### src/rtl/decode_format_arbiter_pkg.sv
// Shared decode definitions: format one-hot codes, functional-unit IDs
// and the major-ID width that the arbiter and the output mux agree on.
package decode_format_arbiter_pkg;

    localparam int INSTR_CNT_W = 64;
    localparam int FORMAT_W    = 25;

    localparam logic [FORMAT_W-1:0] FMT_A = FORMAT_W'(1 << 9);
    localparam logic [FORMAT_W-1:0] FMT_B = FORMAT_W'(1 << 1);
    localparam logic [FORMAT_W-1:0] FMT_D = FORMAT_W'(1 << 5);

    typedef enum logic [2:0] {
        FU_ALU,
        FU_MUL,
        FU_LSU,
        FU_BRU,
        FU_CSR
    } func_unit_e;

    typedef enum logic [1:0] {
        SRC_A,
        SRC_B,
        SRC_D,
        SRC_NONE
    } src_e;

endpackage

### src/rtl/decode_format_fifo.sv
// Small per-format FIFO; one instance buffers one decoder's output.
module decode_format_fifo #(
    parameter int WIDTH = 8,
    parameter int DEPTH = 2,
    parameter int PTR_W = 1
) (
    input  logic             clk_i,
    input  logic             rst_ni,
    input  logic             flush_i,
    input  logic             push_i,
    input  logic             pop_i,
    input  logic [WIDTH-1:0] data_i,
    output logic [WIDTH-1:0] head_o,
    output logic             full_o,
    output logic             empty_o,
    output logic [PTR_W:0]   count_o
);

    logic [WIDTH-1:0] mem_q [DEPTH];
    logic [WIDTH-1:0] mem_d [DEPTH];
    logic [PTR_W-1:0] wr_ptr_q, wr_ptr_d;
    logic [PTR_W-1:0] rd_ptr_q, rd_ptr_d;
    logic [PTR_W:0]   count_q, count_d;
    logic             do_push, do_pop;

    assign full_o  = (count_q == (PTR_W+1)'(DEPTH));
    assign empty_o = (count_q == '0);
    assign do_push = push_i && !full_o;
    assign do_pop  = pop_i && !empty_o;
    assign head_o  = mem_q[rd_ptr_q];
    assign count_o = count_q;

    always_comb begin
        mem_d    = mem_q;
        wr_ptr_d = wr_ptr_q;
        rd_ptr_d = rd_ptr_q;
        count_d  = count_q;
        if (flush_i) begin
            wr_ptr_d = '0;
            rd_ptr_d = '0;
            count_d  = '0;
        end else begin
            if (do_push) begin
                mem_d[wr_ptr_q] = data_i;
                wr_ptr_d        = wr_ptr_q + PTR_W'(1);
            end
            if (do_pop) begin
                rd_ptr_d = rd_ptr_q + PTR_W'(1);
            end
            // Pointers are PTR_W wide, so the increments wrap modulo DEPTH.
            case ({do_push, do_pop})
                2'b10:   count_d = count_q + (PTR_W+1)'(1);
                2'b01:   count_d = count_q - (PTR_W+1)'(1);
                default: count_d = count_q;
            endcase
        end
    end

    always_ff @(posedge clk_i or negedge rst_ni) begin
        if (!rst_ni) begin
            wr_ptr_q <= '0;
            rd_ptr_q <= '0;
            count_q  <= '0;
        end else begin
            wr_ptr_q <= wr_ptr_d;
            rd_ptr_q <= rd_ptr_d;
            count_q  <= count_d;
        end
    end

    always_ff @(posedge clk_i) begin
        mem_q <= mem_d;
    end

endmodule

### src/rtl/decode_format_arbiter.sv
// Merges the A/B/D decoder streams oldest-major-ID-first into one
// registered valid/ready output, with per-format backpressure.
module decode_format_arbiter
    import decode_format_arbiter_pkg::*;
#(
    parameter int instructionCounterWidth = INSTR_CNT_W,
    parameter int payloadWidth            = 256,
    parameter int fifoDepth               = 2,
    parameter int fifoPtrWidth            = 1,
    parameter int formatWidth             = FORMAT_W
) (
    input  logic                               clock_i,
    input  logic                               reset_i,
    input  logic                               flush_i,
    input  logic                               AEnable_i,
    input  logic                               BEnable_i,
    input  logic                               DEnable_i,
    input  logic [instructionCounterWidth-1:0] AMajId_i,
    input  logic [instructionCounterWidth-1:0] BMajId_i,
    input  logic [instructionCounterWidth-1:0] DMajId_i,
    input  logic [payloadWidth-1:0]            APayload_i,
    input  logic [payloadWidth-1:0]            BPayload_i,
    input  logic [payloadWidth-1:0]            DPayload_i,
    output logic                               AReady_o,
    output logic                               BReady_o,
    output logic                               DReady_o,
    output logic                               outValid_o,
    input  logic                               outReady_i,
    output logic [formatWidth-1:0]             outFormat_o,
    output logic [instructionCounterWidth-1:0] outMajId_o,
    output logic [payloadWidth-1:0]            outPayload_o,
    output logic [2+fifoPtrWidth-1:0]          occupancy_o
);

    localparam int IW      = instructionCounterWidth;
    localparam int ENTRY_W = IW + payloadWidth;
    localparam int OCC_W   = 2 + fifoPtrWidth;

    logic [ENTRY_W-1:0]    a_head, b_head, d_head;
    logic [IW-1:0]         a_id, b_id, d_id, ab_id;
    logic                  a_full, b_full, d_full;
    logic                  a_empty, b_empty, d_empty;
    logic [fifoPtrWidth:0] a_count, b_count, d_count;
    logic                  a_pop, b_pop, d_pop;
    logic                  advance;
    src_e                  ab_sel, sel;

    logic                   out_valid_q, out_valid_d;
    logic [formatWidth-1:0] out_format_q, out_format_d;
    logic [IW-1:0]          out_maj_id_q, out_maj_id_d;
    logic [payloadWidth-1:0] out_payload_q, out_payload_d;

    decode_format_fifo #(
        .WIDTH(ENTRY_W), .DEPTH(fifoDepth), .PTR_W(fifoPtrWidth)
    ) u_fifo_a (
        .clk_i(clock_i), .rst_ni(reset_i), .flush_i(flush_i),
        .push_i(AEnable_i), .pop_i(a_pop),
        .data_i({AMajId_i, APayload_i}), .head_o(a_head),
        .full_o(a_full), .empty_o(a_empty), .count_o(a_count)
    );

    decode_format_fifo #(
        .WIDTH(ENTRY_W), .DEPTH(fifoDepth), .PTR_W(fifoPtrWidth)
    ) u_fifo_b (
        .clk_i(clock_i), .rst_ni(reset_i), .flush_i(flush_i),
        .push_i(BEnable_i), .pop_i(b_pop),
        .data_i({BMajId_i, BPayload_i}), .head_o(b_head),
        .full_o(b_full), .empty_o(b_empty), .count_o(b_count)
    );

    decode_format_fifo #(
        .WIDTH(ENTRY_W), .DEPTH(fifoDepth), .PTR_W(fifoPtrWidth)
    ) u_fifo_d (
        .clk_i(clock_i), .rst_ni(reset_i), .flush_i(flush_i),
        .push_i(DEnable_i), .pop_i(d_pop),
        .data_i({DMajId_i, DPayload_i}), .head_o(d_head),
        .full_o(d_full), .empty_o(d_empty), .count_o(d_count)
    );

    assign AReady_o = !a_full;
    assign BReady_o = !b_full;
    assign DReady_o = !d_full;

    assign a_id = a_head[ENTRY_W-1 -: IW];
    assign b_id = b_head[ENTRY_W-1 -: IW];
    assign d_id = d_head[ENTRY_W-1 -: IW];

    assign advance = !out_valid_q || outReady_i;

    // Two-level compare tree; "<=" keeps A ahead of B ahead of D on ties.
    always_comb begin
        ab_sel = SRC_NONE;
        ab_id  = '0;
        sel    = SRC_NONE;
        if (!a_empty && (b_empty || a_id <= b_id)) begin
            ab_sel = SRC_A;
            ab_id  = a_id;
        end else if (!b_empty) begin
            ab_sel = SRC_B;
            ab_id  = b_id;
        end
        if (ab_sel != SRC_NONE && (d_empty || ab_id <= d_id)) begin
            sel = ab_sel;
        end else if (!d_empty) begin
            sel = SRC_D;
        end
    end

    assign a_pop = advance && (sel == SRC_A);
    assign b_pop = advance && (sel == SRC_B);
    assign d_pop = advance && (sel == SRC_D);

    always_comb begin
        out_valid_d   = out_valid_q;
        out_format_d  = out_format_q;
        out_maj_id_d  = out_maj_id_q;
        out_payload_d = out_payload_q;
        if (flush_i) begin
            out_valid_d = 1'b0;
        end else if (advance) begin
            out_valid_d = (sel != SRC_NONE);
            unique case (sel)
                SRC_A: begin
                    out_format_d                  = formatWidth'(FMT_A);
                    {out_maj_id_d, out_payload_d} = a_head;
                end
                SRC_B: begin
                    out_format_d                  = formatWidth'(FMT_B);
                    {out_maj_id_d, out_payload_d} = b_head;
                end
                SRC_D: begin
                    out_format_d                  = formatWidth'(FMT_D);
                    {out_maj_id_d, out_payload_d} = d_head;
                end
                default: begin
                    out_format_d = out_format_q;
                end
            endcase
        end
    end

    always_ff @(posedge clock_i or negedge reset_i) begin
        if (!reset_i) begin
            out_valid_q   <= 1'b0;
            out_format_q  <= '0;
            out_maj_id_q  <= '0;
            out_payload_q <= '0;
        end else begin
            out_valid_q   <= out_valid_d;
            out_format_q  <= out_format_d;
            out_maj_id_q  <= out_maj_id_d;
            out_payload_q <= out_payload_d;
        end
    end

    assign outValid_o   = out_valid_q;
    assign outFormat_o  = out_format_q;
    assign outMajId_o   = out_maj_id_q;
    assign outPayload_o = out_payload_q;
    assign occupancy_o  = OCC_W'(a_count) + OCC_W'(b_count)
                        + OCC_W'(d_count) + OCC_W'(out_valid_q);

endmodule
### config.mk
export PLATFORM = sky130hd
export DESIGN_NAME = decode_format_arbiter
export DESIGN_NICKNAME = d
export VERILOG_FILES = /design/src/rtl/decode_format_arbiter_pkg.sv /design/src/rtl/decode_format_fifo.sv /design/src/rtl/decode_format_arbiter.sv
export SDC_FILE = /design/constraint.sdc
export NUM_CORES = 2
export LEC_CHECK = 0
export CORE_MARGIN = 2
export CORE_UTILIZATION = 32
export CTS_BUF_LIST = sky130_fd_sc_hd__clkbuf_2
export DETAILED_ROUTE_END_ITERATION = 6
export PLACE_DENSITY_LB_ADDON = 0.1
export SLEW_MARGIN = 20
export SYNTH_ARGS = -nofsm -noshare
export SYNTH_HDL_FRONTEND = slang
export SYNTH_SLANG_ARGS = --single-unit
### constraint.sdc
create_clock -name clock_i -period 43.7 [get_ports clock_i]
set_input_delay 4.37 -clock clock_i [delete_from_list [all_inputs] [get_ports clock_i]]
set_output_delay 4.37 -clock clock_i [all_outputs]
set_load 0.01 [all_outputs]
* Yosys cells after proc, flatten, opt, wreduce, memory -nomap -nowiden
Index checks and enable logic that the tools add are counted.
** Word-level totals
- Output and inout bits :: 352
- Flip-flop bits (word level) :: 2278
- Input port bits :: 967
** Operators by class
- Equal/unequal tests :: 13
- Bitwise logic cells :: 7
- Reduce and logical (&&, ||, !) cells :: 43
- Muxes and demuxes :: 47
- Magnitude comparators :: 11
- $add $sub $neg :: 15
** Operator list (count)
- $mux 320 :: 12
- $bwmux 640 :: 3
- $demux 320 s1 :: 3
- $pmux 256 s3 :: 1
- $pmux 64 s3 :: 1
- $le 64x64->1 :: 2
- $mux 64 :: 2
- $pmux 25 s3 :: 1
- $mux 1 :: 15
- $eq 2x2->1 const B :: 7
- $logic_and 1x1->1 :: 14
- $reduce_bool 2->1 :: 7
- $ge 2x2->1 const B :: 6
- $mux 2 :: 6
- $not 1->2 :: 6
- $pmux 2 s2 :: 3
- $reduce_bool 3->1 :: 4
- $eq 2x1->1 const B :: 4
- $logic_not 2->1 :: 4
- $logic_not 1->1 :: 7
- $add 1x1->1 const B :: 6
- $add 2x1->2 const B :: 3
- $lt 2x1->1 const B :: 3
- $reduce_and 2->1 :: 3
- 8 further kinds :: 13

* Depth between registers and ports, before layout
- Word-level depth :: 18
- Depth in mapped cells :: 32

* Modules after synthesis
From an unflattened synthesis, not the netlist that was laid out.
** Second synthesis, totals
- Cell total of the unflattened synthesis :: 5857
- Area, all modules :: 91895.6 um2
** By module, submodules not included
- decode_format_fifo :: seq. area each 19318.5 um2, cells an instance 1021, area each 23423.7 um2, instances 3
- decode_format_arbiter :: seq. area each 8107.8 um2, cells an instance 2794, area each 21624.5 um2, instances 1

* Worst setup path before layout
Ideal clock, no wire load.
- Kind :: input port to flip-flop
- Start point :: in flush_i
- End point :: reg u_fifo_a.mem_q[0] in the netlist's numbering (enable)
- Arrival :: 27727 ps
- Slack :: 14514 ps
- Required time :: 42241 ps
- Library setup time :: 1459 ps
- Cell stages on the path :: 2
- Buffers on the path :: 1
- Cell sequence :: clkbuf_1 -> nor3b_1
** Between the ends
- Longest elaborated chain between the ends :: 2
** Ends and longest elaborated chain
- start, declared :: RTL line decode_format_arbiter.sv:14 : input logic flush_i,
- $not 1->1 (no line)
- $reduce_and 2->1 (no line)
- end signal, assigned :: RTL line decode_format_fifo.sv:72 : mem_q <= mem_d;
- end, declared :: RTL line decode_format_fifo.sv:19 : logic [WIDTH-1:0] mem_q [DEPTH];
No other way between the ends.
A chain may end at the register's enable or synchronous reset.

* Worst setup path after layout
- Start point :: reg u_fifo_b.rd_ptr_q
- End point :: reg out_payload_q[180], in the netlist outPayload_o[180]
** Between the ends
- Longest elaborated chain between the ends :: 15
** Ends and longest elaborated chain
- start, declared :: RTL line decode_format_fifo.sv:22 : logic [PTR_W-1:0] rd_ptr_q, rd_ptr_d;
- start signal, assigned :: RTL line decode_format_fifo.sv:66 : rd_ptr_q <= rd_ptr_d;
- $not 1->2 (implied by the code) * :: RTL line decode_format_fifo.sv:30 : assign head_o = mem_q[rd_ptr_q];
- $mux 320 (implied by the code) * (3 in a row) :: RTL line decode_format_fifo.sv:30
- $le 64x64->1 :: RTL line decode_format_arbiter.sv:95 : if (!a_empty && (b_empty || a_id <= b_id)) begin
- $logic_or 1x1->1 :: RTL line decode_format_arbiter.sv:95
- $logic_and 1x1->1 :: RTL line decode_format_arbiter.sv:95
- $mux 64 :: RTL line decode_format_arbiter.sv:95
- $le 64x64->1 :: RTL line decode_format_arbiter.sv:102 : if (ab_sel != SRC_NONE && (d_empty || ab_id <= d_id)) begin
- $logic_or 1x1->1 :: RTL line decode_format_arbiter.sv:102
- $logic_and 1x1->1 :: RTL line decode_format_arbiter.sv:102
- $mux 2 :: RTL line decode_format_arbiter.sv:102
- $eq 2x1->1 (tied with other cells) :: RTL line decode_format_arbiter.sv:122 : unique case (sel)
- $reduce_bool 3->1 (no line)
- $reduce_and 3->1 (no line)
- end signal, assigned :: RTL line decode_format_arbiter.sv:152 : out_payload_q <= out_payload_d;
- end, declared :: RTL line decode_format_arbiter.sv:51 : logic [payloadWidth-1:0] out_payload_q, out_payload_d;
Mark *: on every way between the ends. The rest lies on a longest branch, timed or not. The select of a mux whose other input is x is not followed.

==> impl_metrics.csv <==
group,metric,value,unit
status,status,"finished clean",
critical_path,cp.arrival,14.76,ns
clock_network,cts.path.max_buffers,4,
sta,tightest_slew,1.25,ns
synthesis,ys_types,62,
sta,max_freq,77.8,MHz
critical_path,criticalPathCategory,"flip-flop to flip-flop",
clock_network,cts.clk_slew.worst_paths,0.09,ns
grt,grt_pass1_vias,58100,
grt,grt_pass1_wl,452000,µm
power,p_sw_share,45.0,%
critical_path,slowest_stage,"dfrtp_4",
synthesis,synth_area_per_cell,17.0,µm²
clock_network,cts_inserted_buffers,615,
die,fp-row-count,195,
clock_network,root_buffer,"clkbuf_2",
power,powerDensity,81.0,mW/mm²
drt,drt_wl_total,332000,µm
sta,setup_ws,30.85,ns
clock_network,cts_tree,"done",
grt,grt.total_usage,22.3,%
synthesis,yosys.area.top_type,"edfxtp_1",
sta,rsz0062_at_grt,"false",
power,p_int,0.00508,W
place,dp_hpwl,219000,µm
sta,finalMaxSlewViolations,0,
clock_network,hold_buffers,0,
layout,syn_to_final_growth,25.8,%
place,dp_slack,30.71,ns
layout,final.fill_count,26300,
synthesis,seq_area_frac_synth,72.9,%
drt,num_vias,56300,
critical_path,cp_max_fo,111,
clock_network,cts_max_level,6,
die,die_y,536,µm
place,routabilityCongestion,0.832,
sta,final-hold-violation-count,0,
grt,antenna_found_initial,208,
sta,final.period_utilization,29.4,%
min_path,hold_class,"flip-flop to flip-flop",
synthesis,synth_ff_type,"edfxtp_1",
power,ir_worst_vdd,0.000276,V
sta,fin_crit,12.85,ns
synthesis,synth_edf_count,1920,
critical_path,cpPeakStageDelay,0.93,ns
sta,worst_clock_skew,0.289,ns
sta,fin_tns_setup,0,ns
synthesis,yosysWarnings,0,
clock_network,cts.sinks,2256,
critical_path,crit_top_cell,"buf_4",
die,start_util,32.1,%
drt,ant_nets,0,
drt,drcViolationCount,0,
power,power_frac_comb,51.8,%
power,p_leak,41.0,nW
sta,setup_viol,0,
drt,drt_iter0_drc,3514,
grt,grt_max_degree,176,
synthesis,netlist.area_leader.share,63.7,%
clock_network,post_cts_buffers,0,
critical_path,end_kind,"flip-flop",
die,pin_count,1319,
power,p_sw,0.00415,W
drt,viasPerCell,4.97,
clock_network,cts_resized,0,
power,power,0.00923,W
drt,wire_per_inst,29.3,µm
synthesis,synthesis.area,0.0906,mm²
critical_path,critical_path.startpoint_type,"flip-flop",
layout,regArea,0.0661,mm²
die,dieArea,0.287,mm²
layout,drive_above_1_share,24.4,%
power,pwr-share-clk,17.4,%
power,seq_power_share,30.8,%
die,die_w,536,µm
layout,utilization,40.4,%
synthesis,synth_area_leaders,"edfxtp_1 64%, dfrtp_1 9.3%, mux2_2 8.1%, mux2i_1 3.5%, a221oi_1 2.5%",
sta,maxSlewHeadroom,16.4,%
synthesis,ys_seq_elements,2256,
synthesis,synthArstFlopShare,14.9,%
layout,multi_input_area,0.0229,mm²
synthesis,synthCells,5341,
die,core,0.282,mm²
clock_network,clkLatencyLatePin,2.17,ns
drt,drt-pass1-iter-count,5,
layout,nNetsFinal,8108,
critical_path,crit_required,45.61,ns
grt,gr-total-overflow,0,
place,portBuffers,1296,
flow_run,cap_violations,0,
[layout by cell type (no fill, tap or decap), types with 23 or more instances in the layout]
master	Yosys	layout
a21oi_1	186	186
mux2_2	652	652
nand2_1	106	105
nor2_1	151	150
diode_2	0	65
nor2b_1	64	64
a211oi_1	259	259
a21o_1	267	267
o21ai_0	75	75
edfxtp_1	1920	1920
inv_6	0	25
buf_4	22	72
mux2_4	38	38
mux2i_1	319	319
a221oi_1	259	259
clkdlybuf4s50_1	0	1295
inv_1	73	73
dfrtp_1	336	333
clkinv_1	0	92
clkbuf_2	0	963
nand4_1	23	23
ha_1	133	131
[registers in the layout (all words and copies together) (netlist names)]
name               flops
outFormat_o            3
u_fifo_d.rd_ptr_q      1
outValid_o             1
u_fifo_d.wr_ptr_q      1
u_fifo_b.wr_ptr_q      1
u_fifo_b.mem_q       640
outMajId_o            64
u_fifo_a.count_o       2
u_fifo_a.rd_ptr_q      1
u_fifo_a.mem_q       640
u_fifo_a.wr_ptr_q      1
outPayload_o         256
u_fifo_b.rd_ptr_q      1
u_fifo_d.mem_q       640
u_fifo_b.count_o       2
u_fifo_d.count_o       2
[kinds of logic after synthesis]
family | synth area share, %
flip-flops | 72.9
AO/OA/AOI/OAI | 8.63
multiplexers | 12.5
other | 0.00414
AND/OR/NAND/NOR | 2.06
buffers and inverters | 1.94
adder cells (fa/ha/maj) | 1.90
XOR/XNOR | 0.0387
[cell type report]
class                      count  share of cell area (%)
sequential                  2256                    58.0
tap                         3743                    4.11
inverter                      73                   0.240
timing repair buffer        1387                    12.2
multi-input combinational   2672                    20.1
antenna                       65                   0.143
clock buffer                 963                    4.23
clock inverter               166                    1.01
[power by group through the flow]
| stage | registers [W] | logic, W | clock network, W |
|---|---|---|---|
| after CTS | 0.00285 | 0.00485 | 0.00167 |
| after global routing | 0.00288 | 0.00516 | 0.00178 |
| after floorplan | 0.00303 | 0.00285 | 0 |
| final | 0.00285 | 0.00478 | 0.00160 |
| after detailed placement | 0.00289 | 0.00484 | 0 |
| after global placement | 0.00289 | 0.00481 | 0 |
[through the flow]
step | instances | hold slack [ns] | instance area [µm²]
5_1_grt | 11300 | 0.503 | 114000
4_1_cts | 11300 | 0.486 | 114000
3_5_place_dp | 10100 | 0.465 | 108000
3_3_place_gp | 10100 | 0.458 | 108000
6_report | 11300 | 0.480 | 114000
2_1_floorplan | 5362 | 0.516 | 90700
[worst max-delay path, delay by kind of cell, from the launching register on]
kind,cells,cell delay (ns)
flip-flops,1,0.93
buffers and inverters,7,4.55
adder cells (fa/ha/maj),3,1.27
AO/OA/AOI/OAI,9,2.58
AND/OR/NAND/NOR,7,2.08
multiplexers,2,0.69
[synthesized netlist by cell type (23+ instances only)]
cell type	instances
edfxtp_1	1920
mux2_2	652
dfrtp_1	336
mux2i_1	319
clkbuf_1	305
a21o_1	267
a211oi_1	259
a221oi_1	259
a21oi_1	186
nor2_1	151
ha_1	133
nand2_1	106
o21ai_0	75
inv_1	73
nor2b_1	64
mux2_4	38
buf_1	23
nand4_1	23
[per-layer routing]
layer,routed length (µm),GRT usage (%),part of all wire [%],vias up
met1,133000,26.8,40,28400
met5,712,0,0.21,-
met3,27900,7.94,8.4,722
met2,161000,37.2,48,2170
li1,-,-,-,24900
met4,9660,7.09,2.9,114
[worst paths after layout]
path / startpoint / endpoint / slack (ns) / depth (start not counted)
worst min register to register: outPayload_o[111] / outPayload_o[111] / 0.48 / 1
worst max-delay path: u_fifo_b.rd_ptr_q / outPayload_o[180] / 30.85 / 28
worst max register to register: u_fifo_b.rd_ptr_q / outPayload_o[180] / 30.85 / 28
worst min-delay path: outPayload_o[111] / outPayload_o[111] / 0.48 / 1
max in group asynchronous: reset_i / outPayload_o[135] / 38.24 / 4
min in group asynchronous: reset_i / outPayload_o[220] / 2.20 / 1
(Power assumes the default switching activity.)
